<file path="src/rtl/icache_fill_unit.sv">
// Direct-mapped read-only instruction cache with two-word block fill over the
// controller's iREN/iaddr/iwait handshake, plus hit/miss performance counters.
module icache_fill_unit #(
    parameter int unsigned SETS = 8,
    parameter int unsigned TAGW = 26
) (
    input  logic        CLK,
    input  logic        RST,
    input  logic        imemREN,
    input  logic [31:0] imemaddr,
    output logic        ihit,
    output logic [31:0] imemload,
    input  logic        flush,
    output logic        iREN,
    output logic [31:0] iaddr,
    input  logic        iwait,
    input  logic [31:0] iload,
    output logic [31:0] hit_count,
    output logic [31:0] miss_count
);

    localparam int unsigned IW = $clog2(SETS);

    typedef enum logic [1:0] {
        IDLE,
        FETCH0,
        FETCH1
    } state_t;

    state_t state, next_state, out_state;

    logic [SETS-1:0] valid;
    logic [TAGW-1:0] tags  [SETS];
    logic [31:0]     data0 [SETS];
    logic [31:0]     data1 [SETS];

    logic [31:0] miss_addr;
    logic [31:0] word0;
    logic        flush_pend;

    logic [TAGW-1:0] req_tag;
    logic [IW-1:0]   req_idx;
    logic            req_wsel;
    logic [TAGW-1:0] miss_tag;
    logic [IW-1:0]   miss_idx;
    logic            lookup_hit;

    logic start_miss;
    logic take_word0;
    logic fill_done;

    logic unused_addr_bits;

    assign req_tag  = imemaddr[31 -: TAGW];
    assign req_idx  = imemaddr[3 +: IW];
    assign req_wsel = imemaddr[2];
    assign miss_tag = miss_addr[31 -: TAGW];
    assign miss_idx = miss_addr[3 +: IW];

    assign unused_addr_bits = ^imemaddr[1:0];

    // Outputs obey IDLE rules with every frame invalid while reset is held,
    // even before the registered state and valid bits have been cleared.
    assign out_state  = RST ? IDLE : state;
    assign lookup_hit = !RST && valid[req_idx] && (tags[req_idx] == req_tag);

    always_comb begin
        next_state = state;
        ihit       = 1'b0;
        imemload   = '0;
        iREN       = 1'b0;
        iaddr      = '0;
        start_miss = 1'b0;
        take_word0 = 1'b0;
        fill_done  = 1'b0;
        case (out_state)
            IDLE: begin
                ihit = imemREN && lookup_hit;
                if (ihit) begin
                    imemload = req_wsel ? data1[req_idx] : data0[req_idx];
                end
                if (imemREN && !lookup_hit) begin
                    start_miss = 1'b1;
                    next_state = FETCH0;
                end
            end
            FETCH0: begin
                iREN  = 1'b1;
                iaddr = miss_addr;
                if (!iwait) begin
                    take_word0 = 1'b1;
                    next_state = FETCH1;
                end
            end
            FETCH1: begin
                iREN  = 1'b1;
                iaddr = miss_addr | 32'h4;
                if (!iwait) begin
                    fill_done  = 1'b1;
                    next_state = IDLE;
                end
            end
            default: next_state = IDLE;
        endcase
    end

    always_ff @(posedge CLK) begin
        if (RST) begin
            state      <= IDLE;
            valid      <= '0;
            hit_count  <= '0;
            miss_count <= '0;
            flush_pend <= 1'b0;
        end else begin
            state <= next_state;
            if (ihit) begin
                hit_count <= hit_count + 32'd1;
            end
            if (start_miss) begin
                miss_addr  <= {imemaddr[31:3], 3'b000};
                miss_count <= miss_count + 32'd1;
            end
            if (take_word0) begin
                word0 <= iload;
            end
            // A flush seen anywhere during the fill wipes every frame,
            // including the one being filled, on the completion edge.
            if (fill_done) begin
                flush_pend <= 1'b0;
                if (flush_pend || flush) begin
                    valid <= '0;
                end else begin
                    valid[miss_idx] <= 1'b1;
                end
            end else if (flush) begin
                if (state == IDLE) begin
                    valid <= '0;
                end else begin
                    flush_pend <= 1'b1;
                end
            end
        end
    end

    always_ff @(posedge CLK) begin
        if (fill_done) begin
            tags[miss_idx]  <= miss_tag;
            data0[miss_idx] <= word0;
            data1[miss_idx] <= iload;
        end
    end

endmodule

</file>
<file path="config.mk">
export PLATFORM = sky130hd
export DESIGN_NAME = icache_fill_unit
export DESIGN_NICKNAME = d
export VERILOG_FILES = /design/src/rtl/icache_fill_unit.sv
export SDC_FILE = /design/constraint.sdc
export NUM_CORES = 1
export LEC_CHECK = 0
export ABC_AREA = 0
export CORE_ASPECT_RATIO = 0.9
export CORE_MARGIN = 3
export CORE_UTILIZATION = 28
export CTS_CLUSTER_DIAMETER = 120
export CTS_CLUSTER_SIZE = 12
export DETAILED_ROUTE_END_ITERATION = 6
export GPL_ROUTABILITY_DRIVEN = 0
export SYNTH_ARGS = -nofsm -noshare
export SYNTH_HDL_FRONTEND = slang
export SYNTH_SLANG_ARGS = --single-unit
</file>
<file path="constraint.sdc">
create_clock -name CLK -period 12.5 [get_ports CLK]
set_input_delay 1.25 -clock CLK [delete_from_list [all_inputs] [get_ports CLK]]
set_output_delay 1.25 -clock CLK [all_outputs]
set_load 0.1 [all_outputs]
</file>
# Word-level counts from Yosys, hierarchy flattened
# Memory sizes are Yosys's and may differ from the RTL's.
# Index checks and enable logic that the tools add are counted.
[word_totals]
mem_count = 3
word_cells = 69
ram_bits = 720
out_inout_bits = 130
register_bits = 136
[classes]
add_sub_neg = 2
n_bitwise = 3
n_mux = 26
n_lt_le_gt_ge = 3
reduce_logical = 19
eq_ne = 6
[memory_table]
columns = ["memory", "words", "width", "rd", "rd_clocked_by_memory_dff", "write_ports", "line", "rtl"]
rows = [
  ["data0", 8, 32, 1, 0, 1, "34", "logic [31:0] data0 [SETS];"],
  ["data1", 8, 32, 1, 0, 1, "35", "logic [31:0] data1 [SETS];"],
  ["tags", 8, 26, 1, 0, 1, "33", "logic [TAGW-1:0] tags [SETS];"],
]
[ops]
columns = ["op", "n"]
rows = [
  ["$mux 32", 3],
  ["$add 32x1->32 const B", 2],
  ["$pmux 32 s2", 1],
  ["$mux 8", 4],
  ["$eq 26x26->1", 1],
  ["$mux 1", 11],
  ["$lt 3x4->1 const B", 2],
  ["$mux 2", 4],
  ["$or 8x8->8", 1],
  ["$reduce_and 2->1", 4],
  ["$ne 2x2->1 const B", 3],
  ["$pmux 2 s3", 1],
  ["$logic_and 1x1->1", 5],
  ["$logic_not 2->1", 2],
  ["$reduce_bool 2->1", 2],
  ["$reduce_or 2->1", 2],
  ["$bmux 1 s3", 1],
  ["$demux 1 s3", 1],
  ["$ge 3x1->1 const B", 1],
  ["$reduce_and 3->1", 1],
  ["$eq 2x1->1 const B", 1],
  ["$eq 2x2->1 const B", 1],
  ["$logic_not 1->1", 2],
  ["$not 1->1", 2],
  ["$logic_or 1x1->1", 1],
]

# Logic depth before layout (Yosys ltp)
# Gate-level depths: netlist of the first run.
[depth]
ltp_word = 9
ltp_mapped = 13
mapped_depth_nobuf = 9

# Least setup slack after synthesis of the first run
# No wires, ideal clock.
[synth_timing]
path_kind = "input-to-reg"
from = "input port RST"
to = "memory data0[0][0] (enable)"
arrival_time_ns = 8.516
cell_stages = 8
setup_slack_ns = 3.336
required_ns = 11.851
setup_ns = 0.649
cell_sequence = "inv_1 -> clkbuf_1 -> nand2_1 -> inv_1 -> ha_1 -> nor2b_1 -> nand2b_1 -> nor3_1"
[synth_via]
elab_chain_len = 5
[synth_rtl]
columns = ["element", "line", "rtl"]
rows = [
  ["start: declaration", "8", "input logic RST,"],
  ["$mux 2", "64", "assign out_state = RST ? IDLE : state;"],
  ["$eq 2x2->1", "76", "case (out_state)"],
  ["$mux 1", "76", ""],
  ["$mux 1", "146", "if (fill_done) begin"],
  ["$mux 1 (not written as such)", "148", "data0[miss_idx] <= word0;"],
  ["end: declaration", "34", ""],
]
# No other way between the ends.

# Worst setup path after layout of the first run
[layout_timing]
from = "input port imemaddr[4]"
to = "output port imemload[18]"
[layout_via]
elab_chain_len = 7
word_cells_on_any_way = 12
[layout_rtl]
columns = ["element", "line", "rtl"]
rows = [
  ["start: declaration", "10", "input logic [31:0] imemaddr,"],
  ["branches (longest 5 deep; another with $mem_v2 8x26)", "--", ""],
  ["$mux 32 *", "79", "if (ihit) begin"],
  ["$mux 32 *", "76", ""],
  ["end: declaration", "12", "output logic [31:0] imemload,"],
]
# Every way passes the cells marked *. The select of a mux whose other input is x is not followed.

==> results of run 1 <==
[per-layer routing]
layer	up-vias	GRT usage [%]	part of all wire [%]
li1	7593	-	-
met1	9189	17.6	44
met2	559	20.2	47
met3	116	3.27	7.4
met4	8	3.51	2.3
met5	-	0	0.068
[area by class of cell]
type,count,area [sq um]
clock inverters,8,126
flip-flops and latches,856,25000
multi-input cells,775,8400
diodes,3,7.51
inverters,22,82.6
well taps,1586,1980
clock buffers,96,2100
fillers,11300,79500
repair buffers,222,2160
[where the power goes]
group | switching (mW) | total, mW | internal (mW) | leakage, nW
clock network | 1.03 | 2.22 | 1.19 | 1.08
registers | 0.0152 | 3.13 | 3.12 | 7.63
logic | 0.147 | 0.257 | 0.110 | 3.50
[critical path, cell delays in order]
cell             delay (ns)
clkbuf_8               0.39
buf_4                  0.82
mux4_2                 0.60
mux2i_1                0.17
xor2_1                 0.39
nand2_1                0.16
or4_1                  0.62
or4_4                  0.67
inv_2                  0.80
and2_1                 0.26
clkdlybuf4s50_1        1.15
[flip-flops by register name, indices dropped and copies added, names as in the netlist, 2 cells and up]
name	cells
data0	256
data1	256
hit_count	32
miss_addr	29
miss_count	32
state	2
tags	208
valid	8
word0	32
[placed cells by master, fill, tap and decap left out, types with 14 or more instances in the layout]
cell and count:
mux4_2 190, dfxtp_1 75, inv_1 21, and3_1 14
o41ai_1 21, clkdlybuf4s50_1 188, clkbuf_16 82, and2_1 65
or2_2 22, mux2_2 15, mux2i_1 60, o311ai_0 21
nand4_1 24, o31ai_1 16, nand3_1 31, a21oi_1 34
nand2_1 35, or4_1 20, clkbuf_1 14, edfxtp_1 781
a22oi_1 17, buf_4 28, nor2_1 41
[logic make-up after synthesis]
logic type	Yosys count	synth area share (%)
XOR/XNOR	17	0.441
AND/OR/NAND/NOR	328	5.57
multiplexers	265	14.9
buffers and inverters	115	1.53
adder cells (fa/ha/maj)	7	0.259
AO/OA/AOI/OAI	156	3.40
flip-flops	856	73.8
other	1	0.0111
[cell usage after synthesis (22+ instances only)]
cell      number
nand3_1       31
mux2i_1       60
mux4_2       190
or2_2         22
nor2_1        48
nand4_1       24
and2_1        65
dfxtp_1       75
a21oi_1       34
nand2_1       35
edfxtp_1     781
clkbuf_1      58
[per-stage QoR]
| stage | instance area [sq um] | worst slack (ns) | cells |
|---|---|---|---|
| after floorplan | 33800 | 3.34 | 1746 |
| after global placement | 37600 | 3.79 | 3461 |
| after detailed placement | 37600 | 3.71 | 3461 |
| after CTS | 39800 | 3.69 | 3565 |
| after global routing | 39800 | 3.48 | 3565 |
| final | 39800 | 3.84 | 3568 |
[path summary, 6_finish.rpt]
kind                               endpoint  slack, ns  depth (start not counted)
hold reg to reg       valid[4]$_SDFFE_PP0P_       0.48                          2
setup / recovery               imemload[18]       3.84                         11
setup reg to reg  hit_count[1]$_SDFFE_PP0P_       8.37                          9
hold / removal        valid[4]$_SDFFE_PP0P_       0.48                          2
==> metrics.txt, run 1 <==
status finished clean; Yosys reg bits 856; row cnt 120; Worst setup startpoint imemaddr[4]; Worst Tran Pin Value 1.18 ns; Post-synth EDFFs 781; MaxCap Viol Count 0; Startpoint Class input port; Clock transition at path regs 0.06 ns; min-delay worst type flop to flop; GRT Total Usage 12.8%; first-pass GRT wire length 120,000 um; Final ANT Viol Nets 0; Port Buffers 194; post-DP HPWL 44,900 um; die footprint 125,000 sq um; Clock Sinks 856; Leak Pwr 12.2 nW; H-tree depth 3; Peak Freq 115 MHz; Pwr Density 141 nW/um^2; slew margin rel. 21.4%; post-layout min period 8.66 ns; count of cell types in the netlist 62; nets 2,034; DRT iter0 DRCs 1,451; TritonCTS clock tree built; core area 119,000 sq um; crit end category primary output; worst min-delay path startpoint valid[4]$_SDFFE_PP0P_; First-pass DRT Iterations 5; Critical Path AT 7.41 ns; Tcrit/Tclk final 69.3%; layout cells sized above 1 19.2%; Fin. Hold Viols 0; sequential area share after synthesis 73.8%; post-CTS setup buffers 0; vias 17,500; Routed WL 80,800 um; CTS buffer count 81; ys flop type edfxtp_1; post-CTS sizing 0; initial antenna violation count 10; Setup Viol. Count Final 0; synth top area cells edfxtp_1, mux4_2, dfxtp_1; gr ovfl total 0; clock buffer depth 3; fraction of registers with async set/reset 0%; die width 372 um; Clock Skew 0.0366 ns; total power 5.61 mW; vias per cell 4.89; largest area contributor in the netlist edfxtp_1; Yosys top cell area share 69.4%; maximum vdd drop 0.000105 V; number of remaining DRC errors 0; Area Overhead vs Synth 17.9%; RSZ-0062 raised after global routing false; CP Max Fanout 62; Syn Area/Cell 19.4 sq um; post-synthesis cell area 33,800 sq um; pin count of the biggest net entering global routing 91; YS warnings 0; fin. max-slew vios 0; die height 336 um; hold_buf cts 0; WHS 0.479 ns; Clock Root Buffer clkbuf_16; final core utilization 33.4%; worst skew pair latency 0.68 ns; Fin Setup TNS 0 ns; Routed WL per cell 22.6 um; vias in the first global route 18,200; cells after synthesis 1,745; I/O pin count 199; initial core utilization 28.3%; Crit path required time 11.25 ns; Critical R2R Launch tags[7][22]$_DFFE_PP_; kind of critical path input port to primary output
Note: power is estimated with default switching activity, not from simulation.
==> run 2, diff against run 1 <==
==> constraint.sdc (replaced) <==
create_clock -name CLK -period 6.95 [get_ports CLK]
set_input_delay 0.695 -clock CLK [delete_from_list [all_inputs] [get_ports CLK]]
set_output_delay 0.695 -clock CLK [all_outputs]
set_load 0.1 [all_outputs]
==> run 2 against run 1 <==
- cell count down 0.14%
- die area unchanged
- first-iteration DRC count up 1.0%
- wire length down 0.71%
- combinational power up 81%
- final area up 1.0%
- via count about the same
- clock power up 79%
- largest power group unchanged
- register-to-register slack worse by 5.2 ns
==> metrics.txt, run 2 (same netlist as run 1, synthesis figures left out) <==
DRT iter0 DRCs 1,466 (+1.0%); critical path, cell by cell buf_6, buf_4, mux2i_1, a22oi_1, a21bo_2, nand4_1, or4_1, or4_4, inv_2, buf_12, and2_1, buf_12; vias 17,500 (-0.011%); crit end category primary output; Leak Pwr 12.4 nW (+1.3%); maximum vdd drop 0.000195 V (+86%); first-pass GRT wire length 120,000 um (about the same); GRT Total Usage 12.8% (-0.046 points); Pwr Density 250 nW/um^2 (+78%); most frequent cells in the layout edfxtp_1, mux4_2, clkdlybuf4s50_1; vias per cell 4.90 (+0.13%); RSZ-0062 raised after global routing false; Tcrit/Tclk final 80.7%; Critical Path AT 4.91 ns (-2.50 ns); Fin. Hold Viols 0 (unchanged); CTS buffer count 81 (unchanged); H-tree depth 3 (unchanged); Fin Setup TNS 0 ns (unchanged); core area 119,000 sq um (unchanged); Regs by FF count data0: 256 flops, data1: 256 flops, tags: 208 flops; hold_buf cts 0 (unchanged); fin. max-slew vios 0 (unchanged); Crit path required time 6.25 ns (-5.00 ns); family with the most delay on the worst path simple AND/OR/NAND/NOR gates; TritonCTS clock tree built; Buf/Inv on CP 5 (+1); reg2reg setup slack 3.16 ns (-5.21 ns); met1 Usage GRT 17.4% (-0.17 points); kind of critical path input port to primary output; gr ovfl total 0 (unchanged); WHS 0.477 ns (-0.00167 ns); vias in the first global route 18,300 (+0.55%); die width 372 um (unchanged); Clock Skew 0.0436 ns (+0.00702 ns); First-pass DRT Iterations 5 (unchanged); final core utilization 33.7% (+0.34 points); commonest non-fill, non-tap cell in the layout edfxtp_1; CP max-delay cell or4_1; Area Overhead vs Synth 19.1%; Clock transition at path regs 0.05 ns (about the same); Final ANT Viol Nets 0 (unchanged); post-CTS setup buffers 0 (unchanged); crit-path max cell delay 0.70 ns (-0.45 ns); global routing usage on met3 2.83% (-0.45 points); layout cells sized above 1 20.7% (+1.6 points); MaxCap Viol Count 0 (unchanged); met2 usage in global routing 20.5% (+0.28 points); DP Area 38,000 sq um (+1.1%); Routed WL per cell 22.5 um (-0.57%); post-DP HPWL 43,800 um (-2.4%); GRT busiest layer met2; min-delay worst type flop to flop; nets 2,032 (-0.098%); die height 336 um (unchanged); cell mode on critical path buf_12; Routed WL 80,200 um (-0.71%); number of remaining DRC errors 0 (unchanged); worst skew pair latency 0.67 ns (about the same); Worst Tran Pin Value 1.14 ns (-0.0364 ns); CP Max Fanout 58 (-6.5%); Finished Cell Area 40,200 sq um (+1.0%); initial core utilization 28.3% (unchanged); clock buffer depth 3 (unchanged); I/O pin count 199 (unchanged); initial antenna violation count 8 (-2); Peak Freq 178 MHz; Setup Viol. Count Final 0 (unchanged); slew margin rel. 24.1% (+2.7 points); die footprint 125,000 sq um (unchanged); post-CTS sizing 0 (unchanged); row cnt 120 (unchanged); Startpoint Class input port; post-layout min period 5.61 ns; Clock Root Buffer clkbuf_16; Port Buffers 194 (unchanged); status finished clean; pin count of the biggest net entering global routing 91 (unchanged); Clock Sinks 856 (unchanged)
==> run 2: cell types whose count changed in the layout (fill, tap and decap cells not counted) <==
| cell | previous run | this run |
|---|---|---|
| clkinvlp_4 | 1 | 0 |
| clkdlybuf4s50_1 | 188 | 155 |
| nor3_2 | 2 | 0 |
| diode_2 | 3 | 4 |
| nor3_4 | 0 | 2 |
| buf_12 | 1 | 41 |
| clkinv_2 | 1 | 0 |
| buf_4 | 28 | 19 |
| inv_6 | 2 | 3 |
| clkbuf_1 | 14 | 11 |
==> run 2: through the flow <==
step | worst slack [ns] | std cells | total power, mW
finish | 1.34 | 3563 | 10.1
global route | 1.07 | 3559 | 10.4
CTS | 1.21 | 3559 | 10.2
detailed placement | 1.22 | 3459 | 6.22
global placement | 1.27 | 3459 | 6.21
floorplan | 0.756 | 1746 | 6.04
==> run 2: tightest hold or removal path, cell delays in order (launching register included) <==
cell	delay, ns
dfxtp_1	0.33
a21oi_1	0.04
nor2_1	0.07
==> run 2: routing by layer <==
layer  vias to the layer above  wire length [um]
met3                       124              5030
met4                         8              1590
met1                      9233             35300
met2                       525             38200
li1                       7573                 -
met5                         -                67
==> run 2: worst paths after layout <==
path | start | end | cells past startpoint
worst min register to register | valid[1]$_SDFFE_PP0P_ | valid[1]$_SDFFE_PP0P_ | 2
worst max-delay path | imemaddr[5] | imemload[23] | 12
worst min-delay path | valid[1]$_SDFFE_PP0P_ | valid[1]$_SDFFE_PP0P_ | 2
worst max register to register | tags[7][25]$_DFFE_PP_ | hit_count[1]$_SDFFE_PP0P_ | 10
==> run 2: area by class of cell <==
cell class	instances	area, sq um
fill	11200	79100
clock buffer	93	2090
clock inverter	7	123
antenna	4	10.0
multi-input combinational	775	8420
sequential	856	25000
timing repair buffer	220	2560
tap	1586	1980
inverter	22	82.6
==> run 2: power by group <==
group          internal (mW)  total, mW  switching [mW]
sequential              5.61       5.64          0.0279
clock                   2.13       3.97            1.84
combinational          0.198      0.465           0.267
total                   7.94       10.1            2.14
==> run 3, diff against run 2 <==
==> constraint.sdc (replaced) <==
create_clock -name CLK -period 5.3 [get_ports CLK]
set_input_delay 0.53 -clock CLK [delete_from_list [all_inputs] [get_ports CLK]]
set_output_delay 0.53 -clock CLK [all_outputs]
set_load 0.1 [all_outputs]
==> run 3 against run 2 <==
- wire length grew 0.64%
- final area rose by 0.48%
- global-route usage up 0.059 points
- sequential power rose by 31%
- clock power increased by 31%
- first-iteration DRC count rose by 13%
- combinational power grew 32%
- total power grew 31%
- critical endpoint is now imemload[8]
==> metrics.txt, run 3 (same netlist as run 1, synthesis figures left out) <==
status finished clean; initial core utilization 28.3% (unchanged); DP Area 38,200 sq um (+0.43%); min-delay worst type input port to flop; vias 17,500 (+0.36%); row cnt 120 (unchanged); Clock Skew 0.0364 ns (-0.00719 ns); Startpoint Class flop; Leak Pwr 12.6 nW (+1.5%); worst skew pair latency 0.68 ns (about the same); fill count 11,200 (+0.26%); Critical R2R Launch tags[7][20]$_DFFE_PP_; Pwr Density 327 nW/um^2 (+31%); MaxCap Viol Count 0 (unchanged); fin. max-slew vios 0 (unchanged); met1 Usage GRT 17.4% (about the same); post-DP HPWL 46,500 um (+6.2%); WHS 0.284 ns (-0.193 ns); most frequent cells in the layout edfxtp_1, mux4_2, clkdlybuf4s50_1; Clock Root Buffer clkbuf_16; TritonCTS clock tree built; GRT Total Usage 12.8% (+0.059 points); Clock transition at path regs 0.06 ns (about the same); CTS buffer count 81 (unchanged); met2 usage in global routing 20.8% (+0.28 points); Routed WL 80,700 um (+0.64%); Worst Tran Pin Value 1.19 ns (+0.0525 ns); First-pass DRT Iterations 5 (unchanged); pin count of the biggest net entering global routing 99 (+8.8%); I/O pin count 199 (unchanged); post-CTS sizing 0 (unchanged); GRT busiest layer met2; final core utilization 33.9% (+0.16 points); H-tree depth 3 (unchanged); Critical Path AT 4.38 ns (-0.53 ns); Clock Sinks 856 (unchanged); RSZ-0062 raised after global routing false; first-pass GRT wire length 120,000 um (+0.43%); layout cells sized above 1 22.8% (+2.0 points); Crit path required time 4.77 ns (-1.48 ns); Tcrit/Tclk final 92.7%; global routing usage on met3 3.12% (+0.29 points); gr ovfl total 0 (unchanged); DRT iter0 DRCs 1,651 (+13%); Area Overhead vs Synth 19.6%; Regs by FF count data0: 256 flops, data1: 256 flops, tags: 208 flops; post-CTS setup buffers 0 (unchanged); crit end category primary output; slew margin rel. 20.4% (-3.7 points); Port Buffers 194 (unchanged); kind of critical path flop to primary output; Fin. Hold Viols 0 (unchanged); number of remaining DRC errors 0 (unchanged); vias in the first global route 18,300 (+0.32%); Fin Setup TNS 0 ns (unchanged); clock buffer depth 3 (unchanged); Peak Freq 204 MHz; Final ANT Viol Nets 0 (unchanged); hold_buf cts 0 (unchanged); post-layout min period 4.91 ns; Routed WL per cell 22.5 um (about the same); die width 372 um (unchanged); initial antenna violation count 9 (+1); die height 336 um (unchanged); commonest non-fill, non-tap cell in the layout edfxtp_1; Worst setup startpoint tags[7][20]$_DFFE_PP_; Setup Viol. Count Final 0 (unchanged); maximum vdd drop 0.000217 V (+11%); core area 119,000 sq um (unchanged); Finished Cell Area 40,400 sq um (+0.48%); vias per cell 4.88 (-0.37%); die footprint 125,000 sq um (unchanged); nets 2,050 (+0.89%); worst min-delay path startpoint imemaddr[3]; CP Max Fanout 36 (-38%)
run 3: cell count changes in the layout (fill, tap and decap cells not counted), sizes merged:
cell	before	now
clkbuf	94	101
diode	4	5
buf	64	110
clkdlybuf4s50	155	127
run 3: worst paths after layout:
check,slack (ns),cells past startpoint,endpoint
max,0.39,10,imemload[8]
max reg2reg,1.67,8,hit_count[8]$_SDFFE_PP0P_
min reg2reg,0.48,2,valid[2]$_SDFFE_PP0P_
min,0.28,1,miss_addr[3]$_DFFE_PP_
run 3: routing by layer:
metal	share of wire, %	wire length (um)
met5	0.068	55
met3	6.6	5300
met1	44	35300
met4	1.7	1400
met2	48	38700
run 3: cell type report:
cell class | count | area [sq um] | area share, %
Sequential cell | 856 | 25000 | 61.7
Multi-Input combinational cell | 775 | 8420 | 20.8
Timing Repair Buffer | 238 | 2730 | 6.75
Clock buffer | 100 | 2120 | 5.24
Tap cell | 1586 | 1980 | 4.91
Clock inverter | 7 | 123 | 0.303
Inverter | 22 | 82.6 | 0.204
Antenna cell | 5 | 12.5 | 0.0310
run 3: per-stage QoR:
stage	setup slack (ns)	power, mW	std cells
after floorplan	-0.729	7.92	1746
after global placement	0.448	8.15	3477
after detailed placement	0.374	8.16	3477
after CTS	0.292	13.4	3584
after global routing	0.161	13.7	3584
final	0.389	13.2	3589
run 3: power breakdown:
part | total, mW | leakage (nW) | internal (mW) | switching (mW)
combinational | 0.616 | 3.84 | 0.265 | 0.351
sequential | 7.39 | 7.63 | 7.35 | 0.0363
clock | 5.22 | 1.08 | 2.81 | 2.41
run 3: worst max-delay path, cell delays in order (launching register included):
cell	delay [ns]
edfxtp_1	0.36
mux4_2	0.47
mux2i_1	0.17
xor2_1	0.32
o2111ai_1	0.27
or4_1	0.58
or4_4	0.67
inv_2	0.11
buf_12	0.21
and2_1	0.24
buf_12	0.19
